<file path="src/rtl/set_bit_iterator_pkg.sv">
// ============================================================
// Module   : set_bit_iterator_pkg
// Brief    : Shared widths and state encoding for set_bit_iterator
// Revision : 1.0 - initial release
// ============================================================
`default_nettype none

package set_bit_iterator_pkg;

  localparam int DEF_DATA_WIDTH = 32;
  localparam int IDX_W          = $clog2(DEF_DATA_WIDTH);

  typedef enum logic [0:0] {
    IDLE = 1'b0,
    ITER = 1'b1
  } iter_state_e;

endpackage

`default_nettype wire

</file>
<file path="src/rtl/set_bit_iterator_if.sv">
// ============================================================
// Module   : set_bit_iterator_if
// Brief    : Word-in / index-out handshake bundle for set_bit_iterator
// Revision : 1.0 - initial release
// ============================================================
`default_nettype none

interface set_bit_iterator_if #(
  parameter int DATA_WIDTH = 32
);
  import set_bit_iterator_pkg::*;

  localparam int c_idx_w = $clog2(DATA_WIDTH);

  logic                  in_valid;
  logic                  in_ready;
  logic [DATA_WIDTH-1:0] in_data;
  logic                  out_valid;
  logic                  out_ready;
  logic [c_idx_w-1:0]    out_idx;
  logic [c_idx_w-1:0]    out_pos;
  logic                  out_last;
  logic                  zero_word;

  // The iterator itself
  modport slave (
    input  in_valid, in_data, out_ready,
    output in_ready, out_valid, out_idx, out_pos, out_last, zero_word
  );

  // Whoever feeds words and consumes indices
  modport master (
    output in_valid, in_data, out_ready,
    input  in_ready, out_valid, out_idx, out_pos, out_last, zero_word
  );

endinterface

`default_nettype wire

</file>
<file path="src/rtl/set_bit_iterator_lsb_index.sv">
// ============================================================
// Module   : lsb_index
// Brief    : Combinational trailing-zero count of a word (0 for an all-zero word)
// Revision : 1.0 - initial release
// ============================================================
`default_nettype none

module lsb_index #(
  parameter int DATA_WIDTH = 32
) (
  input  wire logic [DATA_WIDTH-1:0]         word,
  output      logic [$clog2(DATA_WIDTH)-1:0] idx
);
  import set_bit_iterator_pkg::*;

  localparam int c_idx_w = $clog2(DATA_WIDTH);

  // Scan MSB down so the lowest set bit is the final writer
  always_comb begin
    idx = '0;
    for (int i = DATA_WIDTH - 1; i >= 0; i--) begin
      if (word[i]) begin
        idx = c_idx_w'(i);
      end
    end
  end

endmodule

`default_nettype wire

</file>
<file path="src/rtl/set_bit_iterator.sv">
// ============================================================
// Module   : set_bit_iterator
// Brief    : Emits the index of each set bit of an accepted word, LSB first
// Revision : 1.0 - initial release
// ============================================================
`default_nettype none

module set_bit_iterator #(
  parameter int DATA_WIDTH = 32
) (
  input  wire logic     clk,
  input  wire logic     resetn,
  set_bit_iterator_if.slave bus
);
  import set_bit_iterator_pkg::*;

  localparam int c_idx_w = $clog2(DATA_WIDTH);

  iter_state_e           r_state;
  logic [DATA_WIDTH-1:0] r_word;
  logic [c_idx_w-1:0]    r_pos;
  logic                  r_zero_word;

  logic [c_idx_w-1:0]    w_idx;
  logic                  w_out_valid;
  logic                  w_last;
  logic                  w_out_hs;
  logic                  w_in_ready;
  logic                  w_in_hs;
  logic                  w_in_zero;

  lsb_index #(
    .DATA_WIDTH (DATA_WIDTH)
  ) u_lsb_index (
    .word (r_word),
    .idx  (w_idx)
  );

  assign w_out_valid = (r_state == ITER);
  assign w_last      = ((r_word & (r_word - DATA_WIDTH'(1))) == '0);
  assign w_out_hs    = w_out_valid & bus.out_ready;

  // Refill on the final handshake keeps the stream bubble-free
  assign w_in_ready  = resetn & ((r_state == IDLE) | (w_out_hs & w_last));
  assign w_in_hs     = bus.in_valid & w_in_ready;
  assign w_in_zero   = (bus.in_data == '0);

  always_ff @(posedge clk or negedge resetn) begin
    if (!resetn) begin
      r_state     <= IDLE;
      r_word      <= '0;
      r_pos       <= '0;
      r_zero_word <= 1'b0;
    end else begin
      r_zero_word <= w_in_hs & w_in_zero;
      if (w_in_hs) begin
        r_pos <= '0;
        if (w_in_zero) begin
          r_state <= IDLE;
          r_word  <= '0;
        end else begin
          r_state <= ITER;
          r_word  <= bus.in_data;
        end
      end else if (w_out_hs) begin
        r_word <= r_word & (r_word - DATA_WIDTH'(1));
        r_pos  <= r_pos + c_idx_w'(1);
        if (w_last) begin
          r_state <= IDLE;
        end
      end
    end
  end

  assign bus.in_ready  = w_in_ready;
  assign bus.out_valid = w_out_valid;
  assign bus.out_idx   = w_idx;
  assign bus.out_pos   = r_pos;
  assign bus.out_last  = w_out_valid & w_last;
  assign bus.zero_word = r_zero_word;

endmodule

`default_nettype wire

</file>
<file path="src/flat_wrapper.sv">
// flat-port wrapper written by rule: the top's interface ports become plain ports
module set_bit_iterator_flat import set_bit_iterator_pkg::*;
#(
  parameter int DATA_WIDTH = 32
)
  (clk, resetn, bus_in_valid, bus_in_data, bus_out_ready, bus_in_ready, bus_out_valid, bus_out_idx, bus_out_pos, bus_out_last, bus_zero_word);
  set_bit_iterator_if #(.DATA_WIDTH(DATA_WIDTH)) bus_i ();
  input  wire logic clk;
  input  wire logic resetn;
  input wire logic [$bits(bus_i.in_valid)-1:0] bus_in_valid;
  input wire logic [$bits(bus_i.in_data)-1:0] bus_in_data;
  input wire logic [$bits(bus_i.out_ready)-1:0] bus_out_ready;
  output wire logic [$bits(bus_i.in_ready)-1:0] bus_in_ready;
  output wire logic [$bits(bus_i.out_valid)-1:0] bus_out_valid;
  output wire logic [$bits(bus_i.out_idx)-1:0] bus_out_idx;
  output wire logic [$bits(bus_i.out_pos)-1:0] bus_out_pos;
  output wire logic [$bits(bus_i.out_last)-1:0] bus_out_last;
  output wire logic [$bits(bus_i.zero_word)-1:0] bus_zero_word;
  assign bus_i.in_valid = bus_in_valid;
  assign bus_i.in_data = bus_in_data;
  assign bus_i.out_ready = bus_out_ready;
  assign bus_in_ready = bus_i.in_ready;
  assign bus_out_valid = bus_i.out_valid;
  assign bus_out_idx = bus_i.out_idx;
  assign bus_out_pos = bus_i.out_pos;
  assign bus_out_last = bus_i.out_last;
  assign bus_zero_word = bus_i.zero_word;
  set_bit_iterator #(.DATA_WIDTH(DATA_WIDTH)) u_core (.clk(clk), .resetn(resetn), .bus(bus_i));
endmodule
</file>
<file path="config.mk">
export PLATFORM = sky130hd
export DESIGN_NAME = set_bit_iterator_flat
export DESIGN_NICKNAME = d
export VERILOG_FILES = /design/src/rtl/set_bit_iterator_pkg.sv /design/src/rtl/set_bit_iterator_if.sv /design/src/rtl/set_bit_iterator_lsb_index.sv /design/src/rtl/set_bit_iterator.sv /design/src/flat_wrapper.sv
export SDC_FILE = /design/constraint.sdc
export NUM_CORES = 1
export LEC_CHECK = 0
export CELL_PAD_IN_SITES_DETAIL_PLACEMENT = 1
export CELL_PAD_IN_SITES_GLOBAL_PLACEMENT = 2
export CORE_ASPECT_RATIO = 1.2
export CORE_MARGIN = 5
export CORE_UTILIZATION = 35
export CTS_BUF_LIST = sky130_fd_sc_hd__clkbuf_8
export DETAILED_ROUTE_END_ITERATION = 8
export DONT_BUFFER_PORTS = 1
export PLACE_DENSITY = 0.87
export SETUP_SLACK_MARGIN = 0.3
export SYNTH_ARGS = -nofsm -noshare
export SYNTH_HDL_FRONTEND = slang
export SYNTH_SLANG_ARGS = --single-unit
</file>
<file path="constraint.sdc">
create_clock -name clk -period 3.3 [get_ports clk]
set_input_delay 0.165 -clock clk [delete_from_list [all_inputs] [get_ports clk]]
set_output_delay 0.165 -clock clk [all_outputs]
set_load 0.05 [all_outputs]
</file>
# Word-level counts from Yosys, hierarchy flattened
# Index checks and enable logic that the tools add are counted.
# totals
register_bits	39
inputBits	36
output_inout_bits	14
# op_classes
n_bitwise	9
muxes	41
reduce_logical	5
add_sub_neg	2
# op_table
operator	n
$mux 5	34
$mux 32	3
$logic_not 32->1	2
$and 32x32->32	1
$sub 32x1->32 const B	1
$and 1x1->1	6
$add 5x1->5 const B	1
$mux 1	4
$reduce_bool 2->1	2
$reduce_and 2->1	1
$not 1->1	1
$or 1x1->1	1

# Longest topological paths before layout
# Gate-level depths: netlist (run 1).
# depth
word_depth	32
ltp_mapped	11
mapped_depth_nobuf	7

# Modules after synthesis
# Synthesis (run 1) repeated with hierarchy kept, for this count alone.
# hier_totals
cells_unflattened	312
area_unflattened_um2	2696.3
# modules_own_cells
mod	cells_each	n_inst	area_each_um2	seq_area_each_um2
set_bit_iterator	249	1	2331.0	975.9
lsb_index	63	1	365.4	0.0

# Worst setup path after synthesis (run 1)
# No wires, ideal clock.
# synth_path
kind	register -> output
start	register u_core.r_word[3]
end	output bus_in_ready
path_slack_ns	0.237
stages_incl_launch_ff	10
arrival_time_ns	2.898
path_buffers	2
cell_sequence	dfrtp_1 buf_6 nor4_4 nand2_2 maj3_1 o311a_1 nor4_2 a31oi_1 buf_4 nor2b_1
# synth_via
elab_chain_cells	6
# synth_rtl
element	line	source
start: declaration	set_bit_iterator.sv:20	logic [DATA_WIDTH-1:0] r_word;
start signal: assignment	set_bit_iterator.sv:63	r_word <= bus.in_data;
start signal: assignment	set_bit_iterator.sv:66	r_word <= r_word & (r_word - DATA_WIDTH'(1));
$sub 32x1->32	set_bit_iterator.sv:40	assign w_last = ((r_word & (r_word - DATA_WIDTH'(1))) == '0);
$and 32x32->32 (*)	set_bit_iterator.sv:40	
$logic_not 32->1 (*)	set_bit_iterator.sv:40	
$and 1x1->1 (*)	set_bit_iterator.sv:44	assign w_in_ready = resetn & ((r_state == IDLE) | (w_out_hs & w_last));
$or 1x1->1 (*)	set_bit_iterator.sv:44	
$and 1x1->1 (*)	set_bit_iterator.sv:44	
end: declaration	flat_wrapper.sv:13	output wire logic [$bits(bus_i.in_ready)-1:0] bus_in_ready;
# Mark *: on every way between the ends. The rest lies on a longest branch, timed or not.

# Worst setup path in the final report (run 1)
# layout_path
start	register u_core.r_word[19]
end	output bus_in_ready
# Same word-level chain as after synthesis.

==> results of run 1 <==
-- stage by stage --
stage	std cells	setup slack, ns	hold slack, ns	util
6_report	447	0.343	0.00274	0.443
5_1_grt	447	0.179	0.000753	0.443
4_1_cts	441	0.308	0.000792	0.414
3_5_place_dp	425	0.141	-0.129	0.386
3_3_place_gp	425	0.327	-0.129	0.386
2_1_floorplan	334	0.494	-0.131	-
-- timing repair --
action | 4_1_cts | 5_1_grt
pin swaps | 4 | 9
hold endpoints to repair | 41 | 0
hold buffers | 4 | 0
endpoints found under the setup margin | 39 | 39
buffers inserted | 4 | 6
resized for setup | 9 | 32
-- layer usage --
metal  part of all wire  wire length (um)  global-route usage  vias to the layer above
met1               0.43              4120               0.250                     1410
met5                  0                 0                   0                        -
met4              0.011               101              0.0560                        0
li1                   -                 -                   -                     1306
met3              0.045               436              0.0334                        8
met2               0.52              4950               0.339                       56
-- worst max-delay path: cells and delay by family, from the launching register on --
family | cells | cell delay, ns
simple gates | 4 | 1.12
buf+inv | 2 | 0.33
compound gates | 3 | 0.61
flops | 1 | 0.44
-- kinds of logic after synthesis --
group | count (synthesis) | synth area share
simple gates | 117 | 0.228
mux | 1 | 0.00358
flops | 39 | 0.349
fa+ha+maj | 2 | 0.00805
xor+xnor | 4 | 0.0125
compound gates | 107 | 0.301
buf+inv | 64 | 0.0979
-- final timing paths --
| kind | end | cells after the start | slack [ns] |
|---|---|---|---|
| worst min-delay path | u_core.r_word[20]$_DFFE_PN0P_ | 2 | 0.003 |
| worst min register to register | u_core.r_word[30]$_DFFE_PN0P_ | 2 | 0.63 |
| max in group asynchronous | u_core.r_word[9]$_DFFE_PN0P_ | 2 | 2.75 |
| worst max register to register | u_core.bus.zero_word$_DFF_PN0_ | 9 | 0.48 |
| worst max-delay path | bus_in_ready | 9 | 0.34 |
| min in group asynchronous | u_core.r_word[17]$_DFFE_PN0P_ | 2 | 0.34 |
-- cells in the final DEF, fill, tap and decap left out, types with 3 or more instances in the layout --
cell           count
a21oi_1           11
buf_4             29
clkbuf_8           6
dfrtp_1           33
dfrtp_2            6
dlygate4sd3_1      3
inv_1             42
nand2_1           17
nand3_1           15
nand4_1            7
nor2_1            20
nor3_1             9
nor3_2             3
nor4_1            14
nor4_4             5
o211ai_1          15
o21a_1             6
o21ai_0            8
o311ai_0           6
o31ai_1           22
o31ai_2           11
or2_2              4
or3_1              4
or4_1              5
xnor2_1            4
-- layout make-up --
cell class	instances	area [um^2]	share of cell area
multi-input cells	231	1770	0.517
flip-flops and latches	39	983	0.287
repair buffers	36	310	0.0904
inverters	41	154	0.0448
well taps	92	115	0.0335
clock buffers	6	82.6	0.0241
clock inverters	2	12.5	0.00365
-- registers in the layout, summed over array words and instances, names as in the netlist --
register,cells
u_core.r_word,32
u_core.bus.zero_word,1
u_core.bus.out_valid,1
u_core.bus.out_pos,5
==> impl_metrics.sql, run 1 <==
INSERT INTO impl_metrics (metric_group, metric, value, unit) VALUES
('timing', 'finalHoldViolCount', '0', ''),
('worst_setup_path', 'worst_path_max_delay_cell', 'dfrtp_1', ''),
('worst_setup_path', 'kind_of_end_point_of_the_critical_path', 'output port', ''),
('timing', 'achievable-frequency', '338', 'MHz'),
('place', 'dp_hpwl', '6.98', 'mm'),
('cells_and_area', 'nets', '391', ''),
('cells_and_area', 'final_design_area_no_fill', '0.00343', 'mm^2'),
('route', 'detail_route.wl_per_cell', '21.5', 'um'),
('grt', 'antenna_found_initial', '0', ''),
('worst_setup_path', 'worst-path-max-fanout', '5', ''),
('grt', 'grt-ovfl-total', '0', ''),
('timing', 'finClkSkew', '0.00540', 'ns'),
('route', 'detailedRoute.firstIterationViolations', '184', ''),
('grt', 'groute.usage.overall', '0.195', ''),
('clocking', 'cts_made_buffers', '5', ''),
('clocking', 'cts_root_buffer', 'clkbuf_8', ''),
('worst_setup_path', 'worst-endpoint-arrival', '2.79', 'ns'),
('cells_and_area', 'diodes', '0', ''),
('cells_and_area', 'post_route_cells_drive_above_1_share', '0.251', ''),
('floorplan', 'fp-row-count', '35', ''),
('grt', 'grt_first_pass_wirelength', '15.4', 'mm'),
('timing', 'timing.slew.headroom', '0.539', ''),
('clocking', 'maximum_buffer_depth_of_the_clock_tree', '2', ''),
('worst_setup_path', 'timing.critical_path.from_type', 'flop', ''),
('worst_setup_path', 'r2r-start', 'u_core.r_word[19]$_DFFE_PN0P_', ''),
('place', 'port_buffers', '0', ''),
('route', 'via_per_inst', '6.22', ''),
('floorplan', 'core_area', '0.00775', 'mm^2'),
('floorplan', 'fp.dieArea', '0.00989', 'mm^2'),
('timing', 'grt_setup_unrepaired', 'true', ''),
('clocking', 'clkSlewWorstSetupHoldPaths', '0.08', 'ns'),
('clocking', 'cts_max_level', '2', ''),
('grt', 'grt_pass1_vias', '2881', ''),
('logic_synthesis', 'most_frequent_cell_after_synthesis', 'inv_1', ''),
('timing', 'transition_time_at_the_pin_with_the_least_slew_margin', '0.690', 'ns'),
('logic_synthesis', 'ys_seq_elements', '39', ''),
('logic_synthesis', 'synth_top_cell_area_share', '0.349', ''),
('logic_synthesis', 'yosys-top-cells-count', '41 x inv_1, 39 x dfrtp_1, 23 x o31ai_1, 21 x nor2_1, 19 x nor4_1', ''),
('worst_setup_path', 'crit_type', 'flop to output port', ''),
('worst_setup_path', 'crit_path_cell_trace', 'nor4_2, nand2_1, o41ai_4, o2111ai_2, nor4_4, buf_4, a31oi_4, nor2b_4, buf_12', ''),
('worst_hold_path', 'worstHoldStart', 'bus_in_data[20]', ''),
('place', 'routability_driven_placement_congestion_ratio', '0.908', ''),
('worst_setup_path', 'crit_start', 'u_core.r_word[19]$_DFFE_PN0P_', ''),
('floorplan', 'starting_density', '0.361', ''),
('floorplan', 'die_height', '108', 'um'),
('cells_and_area', 'fillers', '896', ''),
('flow_run', 'drv.max_cap_violation_count', '0', ''),
('worst_setup_path', 'cp_slowest_stage_delay', '0.44', 'ns'),
('worst_setup_path', 'critical_path_required', '3.13', 'ns'),
('logic_synthesis', 'yosysWarningCount', '0', ''),
('route', 'finalWirelength', '9.61', 'mm'),
('logic_synthesis', 'postSynthAreaPerCell', '8.38', 'um^2'),
('logic_synthesis', 'yosys-top-cells-area', 'dfrtp_1 35%, o31ai_1 6.2%, inv_1 5.5%', ''),
('clocking', 'tritoncts', 'built', ''),
('logic_synthesis', 'synth-main-ff-cell', 'dfrtp_1', ''),
('floorplan', 'dieWidth', '91.6', 'um'),
('timing', 'tns', '0', 'ns'),
('timing', 'timing.final.setup_violations', '0', ''),
('logic_synthesis', 'synth_edf_count', '0', ''),
('route', 'dr_total_vias', '2780', ''),
('outcome', 'result_of_the_run', 'completed', ''),
('route', 'drt_first_pass_iters', '4', ''),
('logic_synthesis', 'yosysSeqAreaShare', '0.349', ''),
('logic_synthesis', 'synth_top_cell_by_area', 'dfrtp_1', ''),
('worst_hold_path', 'hold_class', 'input pin to flop', ''),
('place', 'dpl-instance-area', '0.00299', 'mm^2'),
('clocking', 'clk-insertion-delay-late', '0.30', 'ns'),
('logic_synthesis', 'yosys.cell_types.count', '51', ''),
('route', 'drc', '0', ''),
('cells_and_area', 'area_growth_syn_to_layout', '22.7', '%'),
('timing', 'final.period_utilization', '0.896', ''),
('logic_synthesis', 'synth-async-reset-ratio', '1.00', ''),
('route', 'ant_nets', '0', ''),
('floorplan', 'boundaryPins', '50', ''),
('timing', 'report.final.slew_viol_count', '0', ''),
('timing', 'fin_crit', '2.96', 'ns'),
('logic_synthesis', 'syn_nets', '371', ''),
('logic_synthesis', 'mappedNetlistArea', '0.00280', 'mm^2'),
('grt', 'grt_max_degree', '40', ''),
('logic_synthesis', 'synthesis.instances', '334', ''),
('clocking', 'clock-sinks', '39', '');
Power of run 1 is not shown: default switching activity piles up to over one toggle a cycle in this logic, so the estimate is an artifact.
==> inputs of run 2 (changes only) <==
- CORE_UTILIZATION: 35 -> 39
- PLACE_DENSITY: 0.87 -> 0.94
==> run 2 against run 1 <==
Die area decreased by 9.2%; sequential cell count unchanged; non-clock buffer count decreased by 5; critical path depth decreased by 1; final cell count decreased by 2.2%; global-route usage increased by 3.2 points; cell area decreased by 2.7%; clock-buffer cell count decreased by 1; via count increased by 1.9%; clock skew increased by 0.011 ns; maximum frequency decreased by 0.91%; worst hold slack improved by 0.0017 ns; critical path type unchanged.
==> impl_metrics.sql, run 2 (synthesized netlist as in run 1, its figures left out) <==
INSERT INTO impl_metrics (metric_group, metric, value, unit) VALUES
('timing', 'final.period_utilization', '0.904', ''),
('place', 'routability_driven_placement_congestion_ratio', '0.956', ''),
('floorplan', 'dieWidth', '87.3', 'um'),
('timing', 'timing.slew.headroom', '0.476', ''),
('timing', 'timing.hold.ws', '0.00443', 'ns'),
('cells_and_area', 'largest_register_ffs', '32', ''),
('route', 'finalWirelength', '9.86', 'mm'),
('floorplan', 'fp-row-count', '33', ''),
('clocking', 'tritoncts', 'built', ''),
('timing', 'achievable-frequency', '335', 'MHz'),
('place', 'port_buffers', '0', ''),
('worst_setup_path', 'crit_type', 'flop to output port', ''),
('floorplan', 'boundaryPins', '50', ''),
('cells_and_area', 'multiInputGateArea', '0.00173', 'mm^2'),
('worst_setup_path', 'crit_start', 'u_core.r_word[6]$_DFFE_PN0P_', ''),
('clocking', 'clkSlewWorstSetupHoldPaths', '0.09', 'ns'),
('outcome', 'result_of_the_run', 'completed', ''),
('grt', 'grt-ovfl-total', '0', ''),
('timing', 'tns', '0', 'ns'),
('worst_setup_path', 'worst_path_max_delay_cell', 'dfrtp_2', ''),
('clocking', 'clk-insertion-delay-late', '0.29', 'ns'),
('grt', 'met2_routing_resource_usage_after_global_routing', '0.389', ''),
('worst_setup_path', 'worstReg2RegEnd', 'u_core.r_word[18]$_DFFE_PN0P_', ''),
('grt', 'globalRouteMet3Util', '0.0368', ''),
('cells_and_area', 'area.sequential', '982', 'um^2'),
('worst_setup_path', 'cp.depth', '8', ''),
('timing', 'transition_time_at_the_pin_with_the_least_slew_margin', '0.784', 'ns'),
('cells_and_area', 'largest-register', 'u_core.r_word', ''),
('route', 'drc', '0', ''),
('clocking', 'cts_made_buffers', '5', ''),
('floorplan', 'fp.dieArea', '0.00897', 'mm^2'),
('timing', 'grt_setup_unrepaired', 'true', ''),
('flow_run', 'drv.max_cap_violation_count', '0', ''),
('worst_setup_path', 'crit_path_cell_trace', 'nor4_4, nand4_2, a2111oi_2, o221ai_1, nor3_2, a31oi_4, nor2b_4, buf_12', ''),
('grt', 'grt_max_degree', '40', ''),
('cells_and_area', 'area_growth_syn_to_layout', '19.4', '%'),
('worst_setup_path', 'r2r-start', 'u_core.r_word[6]$_DFFE_PN0P_', ''),
('timing', 'finClkSkew', '0.0169', 'ns'),
('worst_setup_path', 'critical_path.endpoint', 'bus_in_ready', ''),
('cells_and_area', 'post_route_cells_drive_above_1_share', '0.234', ''),
('worst_setup_path', 'kind_of_end_point_of_the_critical_path', 'output port', ''),
('worst_setup_path', 'r2r_setup_slack', '0.39', 'ns'),
('worst_setup_path', 'cells_on_worst_reg2reg_path', '9', ''),
('timing', 'timing.final.setup_violations', '0', ''),
('clocking', 'cts_max_level', '2', ''),
('worst_hold_path', 'hold_class', 'input pin to flop', ''),
('worst_setup_path', 'cp_slowest_stage_delay', '0.47', 'ns'),
('cells_and_area', 'fillers', '803', ''),
('route', 'detailedRoute.firstIterationViolations', '190', ''),
('worst_setup_path', 'timing.critical_path.from_type', 'flop', ''),
('clocking', 'cts_root_buffer', 'clkbuf_8', ''),
('route', 'detail_route.wl_per_cell', '22.6', 'um'),
('cells_and_area', 'layout_commonest_cell', 'inv_1', ''),
('timing', 'fin_crit', '2.98', 'ns'),
('timing', 'report.final.slew_viol_count', '0', ''),
('cells_and_area', 'diodes', '0', ''),
('worst_setup_path', 'worst-path-max-fanout', '7', ''),
('worst_hold_path', 'timing.hold.worst_path_depth', '2', ''),
('worst_setup_path', 'cpLargestDelayFamily', 'simple AND/OR/NAND/NOR gates', ''),
('grt', 'groute.usage.overall', '0.227', ''),
('grt', 'met1_capacity_usage_during_global_routing', '0.285', ''),
('cells_and_area', 'nets', '387', ''),
('grt', 'antenna_found_initial', '0', ''),
('worst_setup_path', 'worst-endpoint-arrival', '2.82', 'ns'),
('clocking', 'maximum_buffer_depth_of_the_clock_tree', '2', ''),
('worst_setup_path', 'critical_path.n_buffers_inverters', '1', ''),
('grt', 'grt-busiest-layer', 'met2', ''),
('place', 'dp_hpwl', '6.76', 'mm'),
('route', 'via_per_inst', '6.48', ''),
('route', 'drt_first_pass_iters', '5', ''),
('route', 'dr_total_vias', '2832', ''),
('route', 'ant_nets', '0', ''),
('floorplan', 'starting_density', '0.406', ''),
('grt', 'grt_first_pass_wirelength', '15.9', 'mm'),
('grt', 'grt_pass1_vias', '3034', ''),
('floorplan', 'die_height', '103', 'um'),
('floorplan', 'core_area', '0.00690', 'mm^2'),
('clocking', 'clock-sinks', '39', ''),
('timing', 'finalHoldViolCount', '0', ''),
('worst_setup_path', 'critical_path_required', '3.13', 'ns'),
('cells_and_area', 'mostFrequentLayoutCells', '42 x inv_1, 34 x dfrtp_1, 25 x buf_4, 20 x nor2_1, 20 x o31ai_1', '');
## run 2: area by class of cell
class / count / share of cell area
Clock buffer: 5 / 0.0206
Clock inverter: 2 / 0.0101
Inverter: 41 / 0.0461
Multi-Input combinational cell: 232 / 0.517
Sequential cell: 39 / 0.294
Tap cell: 87 / 0.0326
Timing Repair Buffer: 31 / 0.0794
## run 2: metal layers
metal	routed length, um	share of wire
met3	456	0.046
met5	0	0
met4	250	0.025
met1	4060	0.41
met2	5100	0.52
## run 2: what timing repair did
item | CTS | global route
endpoints found under the setup margin | 39 | 37
cloned | 0 | 2
pin swaps | 4 | 6
gates resized for setup | 17 | 16
hold endpoints to repair | 39 | 0
hold buffers | 2 | 0
setup buffers | 7 | 2
## run 2: worst min path at each step
stage / start / end
floorplan: resetn / u_core.bus.out_pos[0]$_DFFE_PN0P_
global placement: resetn / u_core.bus.out_pos[0]$_DFFE_PN0P_
detailed placement: resetn / u_core.bus.out_pos[0]$_DFFE_PN0P_
CTS: bus_in_data[18] / u_core.r_word[18]$_DFFE_PN0P_
global route: bus_in_data[20] / u_core.r_word[20]$_DFFE_PN0P_
finish: bus_in_data[30] / u_core.r_word[30]$_DFFE_PN0P_
## run 2: worst reg2reg max path, stage by stage, from the launching register on
cell and delay (ns):
dfrtp_2 0.47, nor4_4 0.40, nand4_2 0.24, a2111oi_2 0.41
o221ai_1 0.21, nor3_2 0.33, a31oi_4 0.14, buf_4 0.16
buf_6 0.17, o31ai_1 0.27
## run 2: through the flow
step                 util  cells  cell area [um^2]  setup WS, ns
finish              0.484    437              3340         0.316
global route        0.484    437              3340         0.162
CTS                 0.469    433              3230         0.309
detailed placement  0.430    417              2970         0.137
global placement    0.430    417              2970         0.317
floorplan               -    334              2800         0.494
Power of run 2 is left out for the same reason.
